$ cat config.mk
export PLATFORM = sky130hd
export DESIGN_NAME = instr_fetch
export DESIGN_NICKNAME = d
export VERILOG_FILES = /design/src/rtl/instr_fetch.sv
export SDC_FILE = /design/constraint.sdc
export NUM_CORES = 1
export LEC_CHECK = 0
export CAP_MARGIN = 40
export CORE_UTILIZATION = 27
export CTS_CLUSTER_DIAMETER = 150
export DETAILED_ROUTE_END_ITERATION = 16
export GPL_ROUTABILITY_DRIVEN = 0
export MAX_ROUTING_LAYER = met4
export PLACE_DENSITY = 0.57
export SETUP_SLACK_MARGIN = 0.02
export SLEW_MARGIN = 20
export SYNTH_ARGS = -nofsm -noshare
export SYNTH_HDL_FRONTEND = slang
export SYNTH_SLANG_ARGS = --single-unit
$ cat constraint.sdc
create_clock -name clk -period 2.34 [get_ports clk]
set_clock_uncertainty 0.15 [all_clocks]
set_input_delay 0.468 -clock clk [delete_from_list [all_inputs] [get_ports clk]]
set_output_delay 0.468 -clock clk [all_outputs]
set_load 0.005 [all_outputs]
$ cat src/rtl/instr_fetch.sv
// Instruction fetch stage: owns the PC, runs a single-outstanding request/response
// handshake to instruction memory and presents one registered instruction to decode.
module instr_fetch #(
  parameter logic [31:0] RESET_PC = 32'h0000_0000,
  parameter logic [31:0] NOP_INSN = 32'h0000_0013
) (
  input  logic        clk,
  input  logic        rst_n,
  input  logic        advance,
  input  logic        pcsel,
  input  logic [31:0] alu_target,
  output logic        imem_req,
  output logic [31:0] imem_addr,
  input  logic        imem_ready,
  input  logic        imem_rvalid,
  input  logic [31:0] imem_rdata,
  output logic [31:0] ins,
  output logic        ins_valid,
  output logic [31:0] pc,
  output logic [31:0] pc_plus4,
  output logic        fetch_fault
);

  typedef enum logic [1:0] {
    REQ   = 2'd0,
    WAIT  = 2'd1,
    HOLD  = 2'd2,
    FAULT = 2'd3
  } state_t;

  state_t      state;
  state_t      state_nxt;
  logic [31:0] pc_nxt;
  logic [31:0] ins_nxt;
  logic [31:0] target_pc;

  assign imem_addr = pc;
  assign pc_plus4  = pc + 32'd4;

  always_ff @(posedge clk or negedge rst_n) begin
    if (!rst_n) begin
      state <= REQ;
      pc    <= RESET_PC;
      ins   <= NOP_INSN;
    end else begin
      state <= state_nxt;
      pc    <= pc_nxt;
      ins   <= ins_nxt;
    end
  end

  always_comb begin
    state_nxt   = state;
    pc_nxt      = pc;
    ins_nxt     = ins;
    imem_req    = 1'b0;
    ins_valid   = 1'b0;
    fetch_fault = 1'b0;
    // Bit 0 of a jump target is always cleared; bit 1 set means a misaligned fetch.
    target_pc   = pcsel ? (alu_target & ~32'h1) : pc_plus4;

    case (state)
      REQ: begin
        imem_req = 1'b1;
        if (imem_ready) state_nxt = WAIT;
      end
      WAIT: begin
        if (imem_rvalid) begin
          ins_nxt   = imem_rdata;
          state_nxt = HOLD;
        end
      end
      HOLD: begin
        ins_valid = 1'b1;
        if (advance) begin
          pc_nxt    = target_pc;
          state_nxt = target_pc[1] ? FAULT : REQ;
        end
      end
      FAULT: begin
        fetch_fault = 1'b1;
      end
      default: state_nxt = REQ;
    endcase
  end

endmodule

==> impl_metrics.env <==
export IMPL_synthFlopType="dfrtp_1"
export IMPL_core_area_um2=14800
export IMPL_path_max_fanout=4
export IMPL_critPathCaptureType="output pin"
export IMPL_hold_class="in -> async"
export IMPL_route_detailed_drc=0
export IMPL_fill_cells=1325
export IMPL_path_cells="buf_6 -> nand4_1 -> buf_6 -> nor3_4 -> buf_6 -> buf_6 -> nand2_4 -> xnor2_2 -> buf_2"
export IMPL_clock_latency_ps=340
export IMPL_slew_headroom=0.582
export IMPL_max_freq_mhz=385
export IMPL_synthArstFlopShare=1.00
export IMPL_synth_common_cells="dfrtp_1, buf_4, mux2_2, nand2_1"
export IMPL_rsz0062_at_grt="true"
export IMPL_ant_nets=0
export IMPL_post_drt_wl_per_cell_um=16.8
export IMPL_dp_hpwl_mm=10.6
export IMPL_ys_seq_area_frac=0.394
export IMPL_p_leak_nw=3.38
export IMPL_start_util=0.280
export IMPL_worst_slack_ps=-259
export IMPL_path_class="reg -> out"
export IMPL_grt_max_degree=46
export IMPL_hold_viol=6
export IMPL_crit_arrival_ps=1980
export IMPL_cts_buffers=9
export IMPL_htreeDepth=3
export IMPL_multi_input_area_um2=2340
export IMPL_place_inst=828
export IMPL_violations="hold timing, setup timing"
export IMPL_drt_iter0_drc=176
export IMPL_netlist_instances=428
export IMPL_hold_ws_ps=-14.9
export IMPL_io_pins=201
export IMPL_post_synth_cell_area_avg_um2=9.66
export IMPL_maxSlewViolCount=0
export IMPL_num_antenna_cells=0
export IMPL_synthTopCellsByArea="dfrtp_1, mux2_2, buf_4, xnor2_1, nand2_1"
export IMPL_num_rows=44
export IMPL_cts_tree="built"
export IMPL_power_density_nw_per_um2=885
export IMPL_clkTransAtPathRegs_ps=50
export IMPL_gr_total_overflow=0
export IMPL_irDropWorstVdd_v=0.000418
export IMPL_synth_edf_count=0
export IMPL_regArea_um2=1630
export IMPL_syn2layout_area_growth_pct=82.0
export IMPL_grt_pass1_vias=4422
export IMPL_slowest_stage="dfrtp_1"
export IMPL_vias=4401
export IMPL_max_cap_viol_count=0
export IMPL_setup_viol=23
export IMPL_hold_buffers=0
export IMPL_synth_top_area_frac=0.375
export IMPL_drt_pass1_iter_count=4
export IMPL_root_buffer="clkbuf_16"
export IMPL_period_share=1.11
export IMPL_timing_critical_path_mode_cell="buf_6"
export IMPL_routed_via_density=4.93
export IMPL_netlist_area_um2=4140
export IMPL_grt_pass1_wl_mm=23.1
export IMPL_cts_sinks=65
export IMPL_total_power_mw=6.66
export IMPL_status="complete, but fails checks"
export IMPL_final_cell_count_no_fill=893
export IMPL_fin_crit_ps=2600
export IMPL_ys_warn_count=0
export IMPL_chipHeight_um=126
export IMPL_tightest_slew_ps=628
export IMPL_yosysMostFrequentCell="dfrtp_1"
export IMPL_antenna_found_initial=0
export IMPL_clockBufferDepth=2
export IMPL_synth_seq_cells=65
export IMPL_cp_start_kind="flop"
export IMPL_cp_required_ps=1720
export IMPL_layout_drive_gt1_share=0.368
export IMPL_wl_mm=15.0
export IMPL_synth_largest_area_cell="dfrtp_1"
export IMPL_final_nets=780
export IMPL_die_area_um2=15800
export IMPL_place_port_buffers=196
export IMPL_grt_use_total=0.192
export IMPL_cpPeakStageDelay_ps=430
export IMPL_synth_cell_types=50
export IMPL_dieWidth_um=126
export IMPL_place_ws_ps=-306
==> path summary, 6_finish.rpt <==
kind	from	end	slack, ps	cells after the start
max	imem_addr[2]	pc_plus4[27]	-260	9
min	rst_n	ins[9]	-10	1
max reg2reg	state[0]	imem_addr[11]	200	8
min reg2reg	ins[23]	ins[23]	350	1
max in group asynchronous	rst_n	ins[2]	1480	2
min in group clk	ins[23]	ins[23]	350	1
==> registers in the layout (all words and copies together) (netlist names) <==
| name | cells |
|---|---|
| state | 2 |
| ins | 32 |
| imem_addr | 31 |
==> cell families after synthesis <==
kind of cell,after synthesis,share of synthesized area
compound gates,63,0.102
xor+xnor,27,0.0572
fa+ha+maj,6,0.0181
buf+inv,78,0.107
flops,65,0.394
mux,41,0.109
other cells,1,0.000907
simple gates,147,0.212
==> power breakdown <==
group | internal, mW | switching [mW] | total [mW]
clock | 0.927 | 0.520 | 1.45
combinational | 2.11 | 1.27 | 3.38
sequential | 1.56 | 0.278 | 1.84
==> area by class of cell <==
type                    instances  area share
repair buffers                332       0.396
multi-input cells             287       0.311
flip-flops and latches         65       0.217
well taps                     184      0.0306
clock buffers                  10      0.0304
clock inverters                 6      0.0110
inverters                       9     0.00449
==> through the flow <==
step                      cell area [um^2]   util  setup TNS (ps)
after floorplan                       4140      -               0
after global placement                6620  0.448           -3680
after detailed placement              6620  0.448           -3940
after CTS                             7260  0.492           -3740
after global routing                  7530  0.510           -6270
final                                 7530  0.510           -3970
==> cell usage in the layout, fill, tap and decap left out, drive strengths merged, types with 10 or more instances in the layout <==
master         count
buf              162
nor2              10
nand2             33
o22ai             19
dfrtp             62
mux2              33
nor3              20
nand4             16
nand3             18
xnor2             19
clkdlybuf4s50    167
nor4              10
and4              12
and3              10
a21oi             16
clkbuf            11
==> worst max-delay path, delay by kind of cell, from the launching register on <==
family | cells | cell delay, ps
XOR/XNOR | 1 | 130
buffers and inverters | 5 | 700
flip-flops | 1 | 430
AND/OR/NAND/NOR | 3 | 360
==> metal layers <==
| layer | global-route usage | routed length, um | part of all wire |
|---|---|---|---|
| met5 | - | 0 | 0 |
| met4 | 0.0546 | 276 | 0.018 |
| met3 | 0.0467 | 851 | 0.057 |
| met2 | 0.330 | 7860 | 0.52 |
| met1 | 0.222 | 6010 | 0.40 |
==> timing repair <==
item	in CTS	in global routing
setup buffers	36	13
endpoints found under the setup margin	28	28
pin swaps	37	30
gates resized for setup	137	47
(Power assumes the default switching activity.)
